<file path="config.mk">
export PLATFORM = sky130hd
export DESIGN_NAME = project_selector
export DESIGN_NICKNAME = d
export VERILOG_FILES = /design/src/rtl/project_selector_pkg.sv /design/src/rtl/project_selector_wb_regs.sv /design/src/rtl/project_selector.sv
export SDC_FILE = /design/constraint.sdc
export NUM_CORES = 1
export LEC_CHECK = 0
export CAP_MARGIN = 20
export CORE_ASPECT_RATIO = 0.6
export CORE_UTILIZATION = 47
export DETAILED_ROUTE_END_ITERATION = 8
export GPL_TIMING_DRIVEN = 1
export PLACE_DENSITY = 0.88
export SETUP_SLACK_MARGIN = 0.02
export SKIP_LAST_GASP = 1
export SLEW_MARGIN = 20
export SYNTH_ARGS = -nofsm -noshare
export SYNTH_HDL_FRONTEND = slang
export SYNTH_SLANG_ARGS = --single-unit
export TNS_END_PERCENT = 1
</file>
<file path="constraint.sdc">
create_clock -name wb_clk_i -period 2.6 [get_ports wb_clk_i]
set_input_delay 0.52 -clock wb_clk_i [delete_from_list [all_inputs] [get_ports wb_clk_i]]
set_output_delay 0.52 -clock wb_clk_i [all_outputs]
set_load 0.005 [all_outputs]
</file>
<file path="src/rtl/project_selector_pkg.sv">
`default_nettype none
// ============================================================================
// Module      : project_selector_pkg
// Description : Shared definitions for the project selector: register
//               offsets inside the Wishbone window, bit positions of the
//               SEL/STATUS fields, and the switch-sequence FSM state encoding.
// Ports       : none (package)
// Revision    : 1.0 - initial release
// ============================================================================
package project_selector_pkg;

  // Register offsets (low nibble of the Wishbone address)
  localparam logic [3:0] OFF_SEL    = 4'h0;
  localparam logic [3:0] OFF_STATUS = 4'h4;
  localparam logic [3:0] OFF_GUARD  = 4'h8;

  // Field positions
  localparam int SEL_EN_BIT  = 7;
  localparam int ST_EN_BIT   = 7;
  localparam int ST_BUSY_BIT = 8;
  localparam int ST_ERR_BIT  = 9;
  localparam int ST_PEND_BIT = 10;

  // Switch sequence FSM
  typedef enum logic [1:0] {
    ST_IDLE  = 2'd0,
    ST_DRAIN = 2'd1,
    ST_ARM   = 2'd2
  } state_e;

endpackage
`default_nettype wire

</file>
<file path="src/rtl/project_selector_wb_regs.sv">
`default_nettype none
// ============================================================================
// Module      : project_selector_wb_regs
// Description : Wishbone slave for the project selector. Decodes the 16-byte
//               register window, generates a single-cycle ack, holds the SEL,
//               GUARD and err registers, and returns read data (zero whenever
//               ack is low). A committed SEL write is reported to the FSM as a
//               one-cycle sel_wr pulse aligned with the ack.
// Ports       : clk, rst_n            - clock, async active-low reset
//               stb, cyc, we, be,      - Wishbone request
//               dat_w, adr
//               ack, dat_r             - Wishbone response
//               cur_idx, cur_en, busy, - live status from the FSM
//               pending
//               sel_wr, sel_idx,       - SEL write event and stored selection
//               sel_en
//               guard                  - guard-cycle register
// Revision    : 1.0 - initial release
// ============================================================================
module project_selector_wb_regs
  import project_selector_pkg::*;
#(
  parameter logic [31:0] BASE_ADDR = 32'h3000_0000,
  parameter int          NUM_PROJ  = 8,
  parameter int          GUARD_RST = 16
) (
  input  logic        clk,
  input  logic        rst_n,
  input  logic        stb,
  input  logic        cyc,
  input  logic        we,
  input  logic [3:0]  be,
  input  logic [31:0] dat_w,
  input  logic [31:0] adr,
  output logic        ack,
  output logic [31:0] dat_r,
  input  logic [3:0]  cur_idx,
  input  logic        cur_en,
  input  logic        busy,
  input  logic        pending,
  output logic        sel_wr,
  output logic [3:0]  sel_idx,
  output logic        sel_en,
  output logic [15:0] guard
);

  logic        ack_q;
  logic [31:0] dat_q;
  logic        sel_wr_q;
  logic [3:0]  sel_idx_q;
  logic        sel_en_q;
  logic        err_q;
  logic [15:0] guard_q;

  logic        hit;
  logic        take;
  logic        wr_in_range;
  logic [31:0] rd_mux;
  logic        unused_bits;

  assign hit  = stb & cyc & (adr[31:4] == BASE_ADDR[31:4]);
  // A strobe still high during its own ack cycle is the same transfer.
  assign take = hit & ~ack_q;

  assign wr_in_range = ({1'b0, dat_w[3:0]} < 5'(NUM_PROJ));
  assign unused_bits = ^{dat_w[31:16], dat_w[6:4], be[3:2]};

  always_comb begin
    rd_mux = '0;
    case (adr[3:0])
      OFF_SEL: begin
        rd_mux[3:0]       = sel_idx_q;
        rd_mux[SEL_EN_BIT] = sel_en_q;
      end
      OFF_STATUS: begin
        rd_mux[3:0]        = cur_idx;
        rd_mux[ST_EN_BIT]   = cur_en;
        rd_mux[ST_BUSY_BIT] = busy;
        rd_mux[ST_ERR_BIT]  = err_q;
        rd_mux[ST_PEND_BIT] = pending;
      end
      OFF_GUARD: rd_mux[15:0] = guard_q;
      default: ;
    endcase
  end

  always_ff @(posedge clk or negedge rst_n) begin
    if (!rst_n) begin
      ack_q     <= 1'b0;
      dat_q     <= '0;
      sel_wr_q  <= 1'b0;
      sel_idx_q <= '0;
      sel_en_q  <= 1'b0;
      err_q     <= 1'b0;
      guard_q   <= 16'(GUARD_RST);
    end else begin
      ack_q    <= take;
      dat_q    <= (take & ~we) ? rd_mux : '0;
      sel_wr_q <= 1'b0;
      if (take & we) begin
        case (adr[3:0])
          OFF_SEL: begin
            if (be[0]) begin
              // Out-of-range index is stored but forced disabled.
              sel_idx_q <= dat_w[3:0];
              sel_en_q  <= dat_w[SEL_EN_BIT] & wr_in_range;
              err_q     <= ~wr_in_range;
              sel_wr_q  <= 1'b1;
            end
          end
          OFF_GUARD: begin
            if (be[0]) guard_q[7:0]  <= dat_w[7:0];
            if (be[1]) guard_q[15:8] <= dat_w[15:8];
          end
          default: ;
        endcase
      end
    end
  end

  assign ack     = ack_q;
  assign dat_r   = dat_q;
  assign sel_wr  = sel_wr_q;
  assign sel_idx = sel_idx_q;
  assign sel_en  = sel_en_q;
  assign guard   = guard_q;

endmodule
`default_nettype wire

</file>
<file path="src/rtl/project_selector.sv">
`default_nettype none
// ============================================================================
// Module      : project_selector
// Description : Wishbone-controlled one-hot project enable. A change of
//               selection runs IDLE -> DRAIN (all outputs off for
//               max(GUARD,1) cycles) -> ARM (one cycle) -> IDLE with the new
//               one-hot enable. SEL writes during a sequence land in a
//               single-deep pending slot (last write wins).
//               Optional macro PROJECT_SELECTOR_IRQ_EN: when defined, irq_o
//               pulses for one cycle on each ARM->IDLE transition; otherwise
//               irq_o is tied low.
// Ports       : wb_clk_i, wb_rst_ni    - clock, async active-low reset
//               wbs_*                  - Wishbone slave
//               active_o[NUM_PROJ]     - one-hot project enables
//               busy_o                 - switch sequence in progress
//               irq_o                  - switch-complete pulse
// Revision    : 1.0 - initial release
// ============================================================================
module project_selector
  import project_selector_pkg::*;
#(
  parameter logic [31:0] BASE_ADDR = 32'h3000_0000,
  parameter int          NUM_PROJ  = 8,
  parameter int          GUARD_RST = 16
) (
  input  logic                wb_clk_i,
  input  logic                wb_rst_ni,
  input  logic                wbs_stb_i,
  input  logic                wbs_cyc_i,
  input  logic                wbs_we_i,
  input  logic [3:0]          wbs_sel_i,
  input  logic [31:0]         wbs_dat_i,
  input  logic [31:0]         wbs_adr_i,
  output logic                wbs_ack_o,
  output logic [31:0]         wbs_dat_o,
  output logic [NUM_PROJ-1:0] active_o,
  output logic                busy_o,
  output logic                irq_o
);

  logic        sel_wr;
  logic [3:0]  sel_idx;
  logic        sel_en;
  logic [15:0] guard;
  logic [15:0] guard_len;

  state_e      state_q, state_d;
  logic [15:0] cnt_q, cnt_d;
  logic [3:0]  tgt_idx_q, tgt_idx_d;
  logic        tgt_en_q, tgt_en_d;
  logic        pend_q, pend_d;
  logic [3:0]  pend_idx_q, pend_idx_d;
  logic        pend_en_q, pend_en_d;
  logic [3:0]  cur_idx_q, cur_idx_d;
  logic        cur_en_q, cur_en_d;

  project_selector_wb_regs #(
    .BASE_ADDR (BASE_ADDR),
    .NUM_PROJ  (NUM_PROJ),
    .GUARD_RST (GUARD_RST)
  ) u_regs (
    .clk     (wb_clk_i),
    .rst_n   (wb_rst_ni),
    .stb     (wbs_stb_i),
    .cyc     (wbs_cyc_i),
    .we      (wbs_we_i),
    .be      (wbs_sel_i),
    .dat_w   (wbs_dat_i),
    .adr     (wbs_adr_i),
    .ack     (wbs_ack_o),
    .dat_r   (wbs_dat_o),
    .cur_idx (cur_idx_q),
    .cur_en  (cur_en_q),
    .busy    (busy_o),
    .pending (pend_q),
    .sel_wr  (sel_wr),
    .sel_idx (sel_idx),
    .sel_en  (sel_en),
    .guard   (guard)
  );

  // A zero guard still drains for one cycle.
  assign guard_len = (guard == 16'd0) ? 16'd1 : guard;
  assign busy_o    = (state_q != ST_IDLE);

  always_ff @(posedge wb_clk_i or negedge wb_rst_ni) begin
    if (!wb_rst_ni) begin
      state_q    <= ST_IDLE;
      cnt_q      <= '0;
      tgt_idx_q  <= '0;
      tgt_en_q   <= 1'b0;
      pend_q     <= 1'b0;
      pend_idx_q <= '0;
      pend_en_q  <= 1'b0;
      cur_idx_q  <= '0;
      cur_en_q   <= 1'b0;
    end else begin
      state_q    <= state_d;
      cnt_q      <= cnt_d;
      tgt_idx_q  <= tgt_idx_d;
      tgt_en_q   <= tgt_en_d;
      pend_q     <= pend_d;
      pend_idx_q <= pend_idx_d;
      pend_en_q  <= pend_en_d;
      cur_idx_q  <= cur_idx_d;
      cur_en_q   <= cur_en_d;
    end
  end

  always_comb begin
    state_d    = state_q;
    cnt_d      = cnt_q;
    tgt_idx_d  = tgt_idx_q;
    tgt_en_d   = tgt_en_q;
    pend_d     = pend_q;
    pend_idx_d = pend_idx_q;
    pend_en_d  = pend_en_q;
    cur_idx_d  = cur_idx_q;
    cur_en_d   = cur_en_q;
    case (state_q)
      ST_IDLE: begin
        if (sel_wr && ({sel_idx, sel_en} != {cur_idx_q, cur_en_q})) begin
          state_d   = ST_DRAIN;
          tgt_idx_d = sel_idx;
          tgt_en_d  = sel_en;
          cnt_d     = guard_len;   // guard is captured once per sequence
        end
      end
      ST_DRAIN: begin
        if (sel_wr) begin
          pend_d     = 1'b1;
          pend_idx_d = sel_idx;
          pend_en_d  = sel_en;
        end
        if (cnt_q <= 16'd1) state_d = ST_ARM;
        else                cnt_d   = cnt_q - 16'd1;
      end
      ST_ARM: begin
        cur_idx_d = tgt_idx_q;
        cur_en_d  = tgt_en_q;
        // A write landing in the ARM cycle itself is the newest pending value.
        if (pend_q || sel_wr) begin
          state_d   = ST_DRAIN;
          tgt_idx_d = sel_wr ? sel_idx : pend_idx_q;
          tgt_en_d  = sel_wr ? sel_en  : pend_en_q;
          pend_d    = 1'b0;
          cnt_d     = guard_len;
        end else begin
          state_d = ST_IDLE;
        end
      end
      default: state_d = ST_IDLE;
    endcase
  end

  // Comparator per bit: at most one bit can ever match the index.
  always_comb begin
    active_o = '0;
    for (int i = 0; i < NUM_PROJ; i++) begin
      active_o[i] = (state_q == ST_IDLE) && cur_en_q && (cur_idx_q == 4'(i));
    end
  end

`ifdef PROJECT_SELECTOR_IRQ_EN
  logic irq_q;
  always_ff @(posedge wb_clk_i or negedge wb_rst_ni) begin
    if (!wb_rst_ni) irq_q <= 1'b0;
    else            irq_q <= (state_q == ST_ARM) && (state_d == ST_IDLE);
  end
  assign irq_o = irq_q;
`else
  assign irq_o = 1'b0;
`endif

endmodule
`default_nettype wire
</file>
==> impl_table.tex <==
\begin{tabular}{lr}
\hline
Metric & Value \\
\hline
\multicolumn{2}{l}{\textbf{Power and ir drop}} \\
\quad Clock share of power & 0.493 \\
\quad Proportion of total power due to net switching & 0.211 \\
\quad Combinational share of power & 0.057 \\
\quad Internal Power & 1.99 mW \\
\quad Total power divided by cell area & $\sim$500 mW/mm\^{}2 \\
\quad Sequential share of power & 0.450 \\
\quad Total chip power & $\sim$2.5 mW \\
\quad Switching power & between 0.5 and 0.6 mW \\
\quad Static leakage power & roughly 2.2 nW \\
\quad Largest vdd supply drop & around 0.00028 V \\
\multicolumn{2}{l}{\textbf{Yosys}} \\
\quad Yosys warning total & 0 \\
\quad Post-synthesis cell type with the largest combined area & dfrtp\_1 \\
\quad Post-synthesis register bit count & 73 \\
\quad Top cell type's share of synthesized area & 0.489 \\
\quad Synthesized instance count & about 360 \\
\quad Largest cells by area after synthesis & dfrtp\_1 49\%, mux2\_2 9.5\%, nor2\_1 4.4\%, buf\_4 3.7\%, mux2i\_1 2.7\% \\
\quad Part of the Yosys area used for sequential elements & 0.496 \\
\quad Synth top cells by count & 72 x dfrtp\_1, 43 x nor2\_1, 31 x mux2\_2 \\
\quad Most instantiated library cell after synthesis & dfrtp\_1 \\
\quad Mean area per synthesized cell & 10.4 um\^{}2 \\
\quad Main flop type after synthesis & dfrtp\_1 \\
\quad Number of library cell types mapped by synthesis & between 40 and 50 \\
\quad Fraction of registers with async set/reset & 1.00 \\
\quad Summed instance area of the synthesized netlist & 0.00369 mm\^{}2 \\
\quad Number of synthesized flops with an enable pin & 0 \\
\multicolumn{2}{l}{\textbf{Layout}} \\
\quad Final std cells w/o fill & 555 \\
\quad Post-layout nets & $\sim$520 \\
\quad Share of post-route cells with drive strength above 1 & 0.186 \\
\quad Signed area change from the synthesized netlist to the final layout & 35.7\% \\
\quad Final standard cell utilization of the core & 0.674 \\
\quad Total inserted antenna cells & 0 \\
\multicolumn{2}{l}{\textbf{Floorplan}} \\
\quad Starting density of the core & 0.497 \\
\quad Count of boundary I/O pins & about 120 \\
\quad Floorplan die height & between 70 and 80 um \\
\quad Row cnt & 24 \\
\quad Core area & 0.00742 mm\^{}2 \\
\quad Horizontal die dimension & between 100 and 150 um \\
\quad Die area & about 0.008 mm\^{}2 \\
\multicolumn{2}{l}{\textbf{Run}} \\
\quad Max-capacitance violation count & 0 \\
\multicolumn{2}{l}{\textbf{Detailed routing}} \\
\quad Number of DRC violations after detailed routing & 0 \\
\quad Routed wire length per instance & $\sim$19 um \\
\quad Pre-antenna DRT Iters & 6 \\
\quad Met1 Wirelength & slightly above 4000 um \\
\quad Vias per cell & around 5.8 \\
\quad Routed length on met3 & 1350 um \\
\quad Routed Antenna Nets & 0 \\
\quad Routed vias & about 3200 \\
\quad Uppermost signal routing layer after detailed routing & met4 \\
\quad Detail Route met2 WL & between 4000 and 5000 um \\
\quad Post-detailed-routing wire length & $\sim$10000 um \\
\quad First DRT Iteration DRCs & $\sim$320 \\
\multicolumn{2}{l}{\textbf{Worst setup path}} \\
\quad Required time of the critical path & roughly 2.1 ns \\
\quad Endpoint class of the critical path & output port \\
\quad Data arrival at the endpoint of the critical path & 2.02 ns \\
\quad Critical path startpoint category & flip-flop \\
\quad Critical-path maximum fanout & 5 \\
\quad Critical setup path kind & reg -> out \\
\multicolumn{2}{l}{\textbf{CTS}} \\
\quad Level count of the clock H-tree & 3 \\
\quad Worst skew pair latency & approximately 0.34 ns \\
\quad CTS clk-pin slew, worst paths & about 0.06 ns \\
\quad Maximum buffer depth of the clock tree & 2 \\
\quad CTS hold repair buffers & 0 \\
\quad CTS tree & built \\
\quad CTS sink count & 73 \\
\quad CTS Buf Count & 9 \\
\quad Clock tree root buffer cell & clkbuf\_16 \\
\multicolumn{2}{l}{\textbf{GRT}} \\
\quad Wire length of the first global-routing pass & 15400 um \\
\quad Global-route congestion overflow total & 0 \\
\quad Via count of the first global-routing pass & 3168 \\
\quad Pin count of the biggest net entering global routing & 74 \\
\quad GRT Overall Usage & 0.253 \\
\quad Number of antenna violations at the first check in global routing & 0 \\
\multicolumn{2}{l}{\textbf{STA}} \\
\quad Final critical-path required period & about 2.5 ns \\
\quad Fin. max-slew vios & 0 \\
\quad Setup repair after global routing missed its margin & yes \\
\quad Final setup slack of the worst path & approximately 0.063 ns \\
\quad Slew at the pin with the worst max-slew slack & 0.783 ns \\
\quad Setup violations, final & 0 \\
\quad Period utilisation layout & 0.976 \\
\quad Number of hold violations in the final report & 0 \\
\quad Worst setup skew after layout & approximately 0.0055 ns \\
\quad Headroom to the max-slew limit & 0.478 \\
\quad Max Clock Freq & between 0.3 and 0.4 GHz \\
\multicolumn{2}{l}{\textbf{Hold path}} \\
\quad Hold WC Path Type & in -> async \\
\multicolumn{2}{l}{\textbf{Place}} \\
\quad Placed cells & 536 \\
\quad Placement Setup Slack & -0.380 ns \\
\quad IO Port Bufs & 80 \\
\quad HPWL after detailed placement & between 7000 and 8000 um \\
\quad Final RePlAce weighted congestion & about 0.88 \\
\multicolumn{2}{l}{\textbf{Run status}} \\
\quad Status & completed \\
\hline
\end{tabular}
[cells by family after synthesis]
| kind of cell | after synthesis | synth area share |
|---|---|---|
| AOI/OAI and AO/OA | 69 | 0.124 |
| DFF | 73 | 0.496 |
| and+or+nand+nor | 119 | 0.173 |
| muxes | 41 | 0.122 |
| adders and majority gates | 2 | 0.00679 |
| buffers and inverters | 45 | 0.0658 |
| other | 1 | 0.00102 |
| xor gates and xnor gates | 5 | 0.0119 |
[flip-flops by register name, indices dropped and copies added, names as in the netlist, 2 cells and up]
signal / flops
state_q: 2
u_regs.guard: 16
cur_idx_q: 4
tgt_idx_q: 4
cnt_q: 16
u_regs.sel_idx: 3
pend_idx_q: 4
u_regs.dat_r: 16
[routing by layer]
| metal | global-route usage | up-vias |
|---|---|---|
| li1 | - | 1429 |
| met1 | 0.322 | 1563 |
| met2 | 0.403 | 221 |
| met3 | 0.0917 | 30 |
| met4 | 0.0855 | 0 |
| met5 | 0 | - |
[critical path: stages, from the launching register on]
cell and delay [ns]:
dfrtp_2 0.46, nor2_4 0.15, nand2_1 0.10, or3_4 0.35, nor3_2 0.11, clkdlybuf4s50_1 0.52
[area by class of cell]
class                   instances  area [um^2]
repair buffers                100          975
clock inverters                 6         66.3
well taps                     104          130
fillers                       497         2410
flip-flops and latches         73         1830
multi-input cells             253         1730
inverters                       9         33.8
clock buffers                  10          239
[power groups by stage]
stage	logic [mW]	registers [mW]	clock network, mW
floorplan	0.0389	1.16	0
global placement	0.134	1.16	0
detailed placement	0.136	1.16	0
CTS	0.137	1.14	1.25
global route	0.154	1.14	1.30
finish	0.143	1.14	1.25
[through the flow]
stage | cell area [um^2] | hold slack [ns] | setup TNS, ns
finish | 5000 | 0.200 | 0
global route | 5000 | 0.241 | -0.00105
CTS | 4920 | 0.228 | -0.187
detailed placement | 4620 | 0.467 | -5.63
global placement | 4620 | 0.456 | -2.50
floorplan | 3750 | 0.224 | 0
[placed cells by master, fill, tap and decap left out, drive strengths merged, types with 2 or more instances in the layout]
cell            n
clkdlybuf4s50  79
dfrtp          72
nor2           43
mux2           31
buf            21
a21oi          19
conb           17
nand2          14
nor3           12
nor4           12
mux2i          10
inv            10
clkbuf         10
and2            9
a31oi           9
o22a            9
o21ai           9
nor2b           7
a22oi           6
nand4           5
xnor2           4
o22ai           4
clkinv          4
nand2b          3
nand3           3
a2bb2oi         3
o21a            2
a211oi          2
ha              2
or3             2
[path summary, 6_finish.rpt]
path	start	end	slack, ns	cells after the start
setup / recovery	state_q[1]	active_o[0]	0.06	5
hold / removal	wb_rst_ni	u_regs.dat_r[4]	0.20	2
setup reg to reg	cnt_q[8]	cnt_q[8]	0.36	5
hold reg to reg	tgt_idx_q[0]	tgt_idx_q[0]	0.48	2
max in group asynchronous	wb_rst_ni	state_q[0]	2.07	2
min in group wb_clk_i	tgt_idx_q[0]	tgt_idx_q[0]	0.48	2
[what timing repair did]
| item | CTS | global route |
|---|---|---|
| setup buffers | 0 | 3 |
| setup endpoints to repair | 7 | 15 |
| pin swaps | 0 | 2 |
| resized for setup | 1 | 11 |
Note: power is estimated with default switching activity, not from simulation.
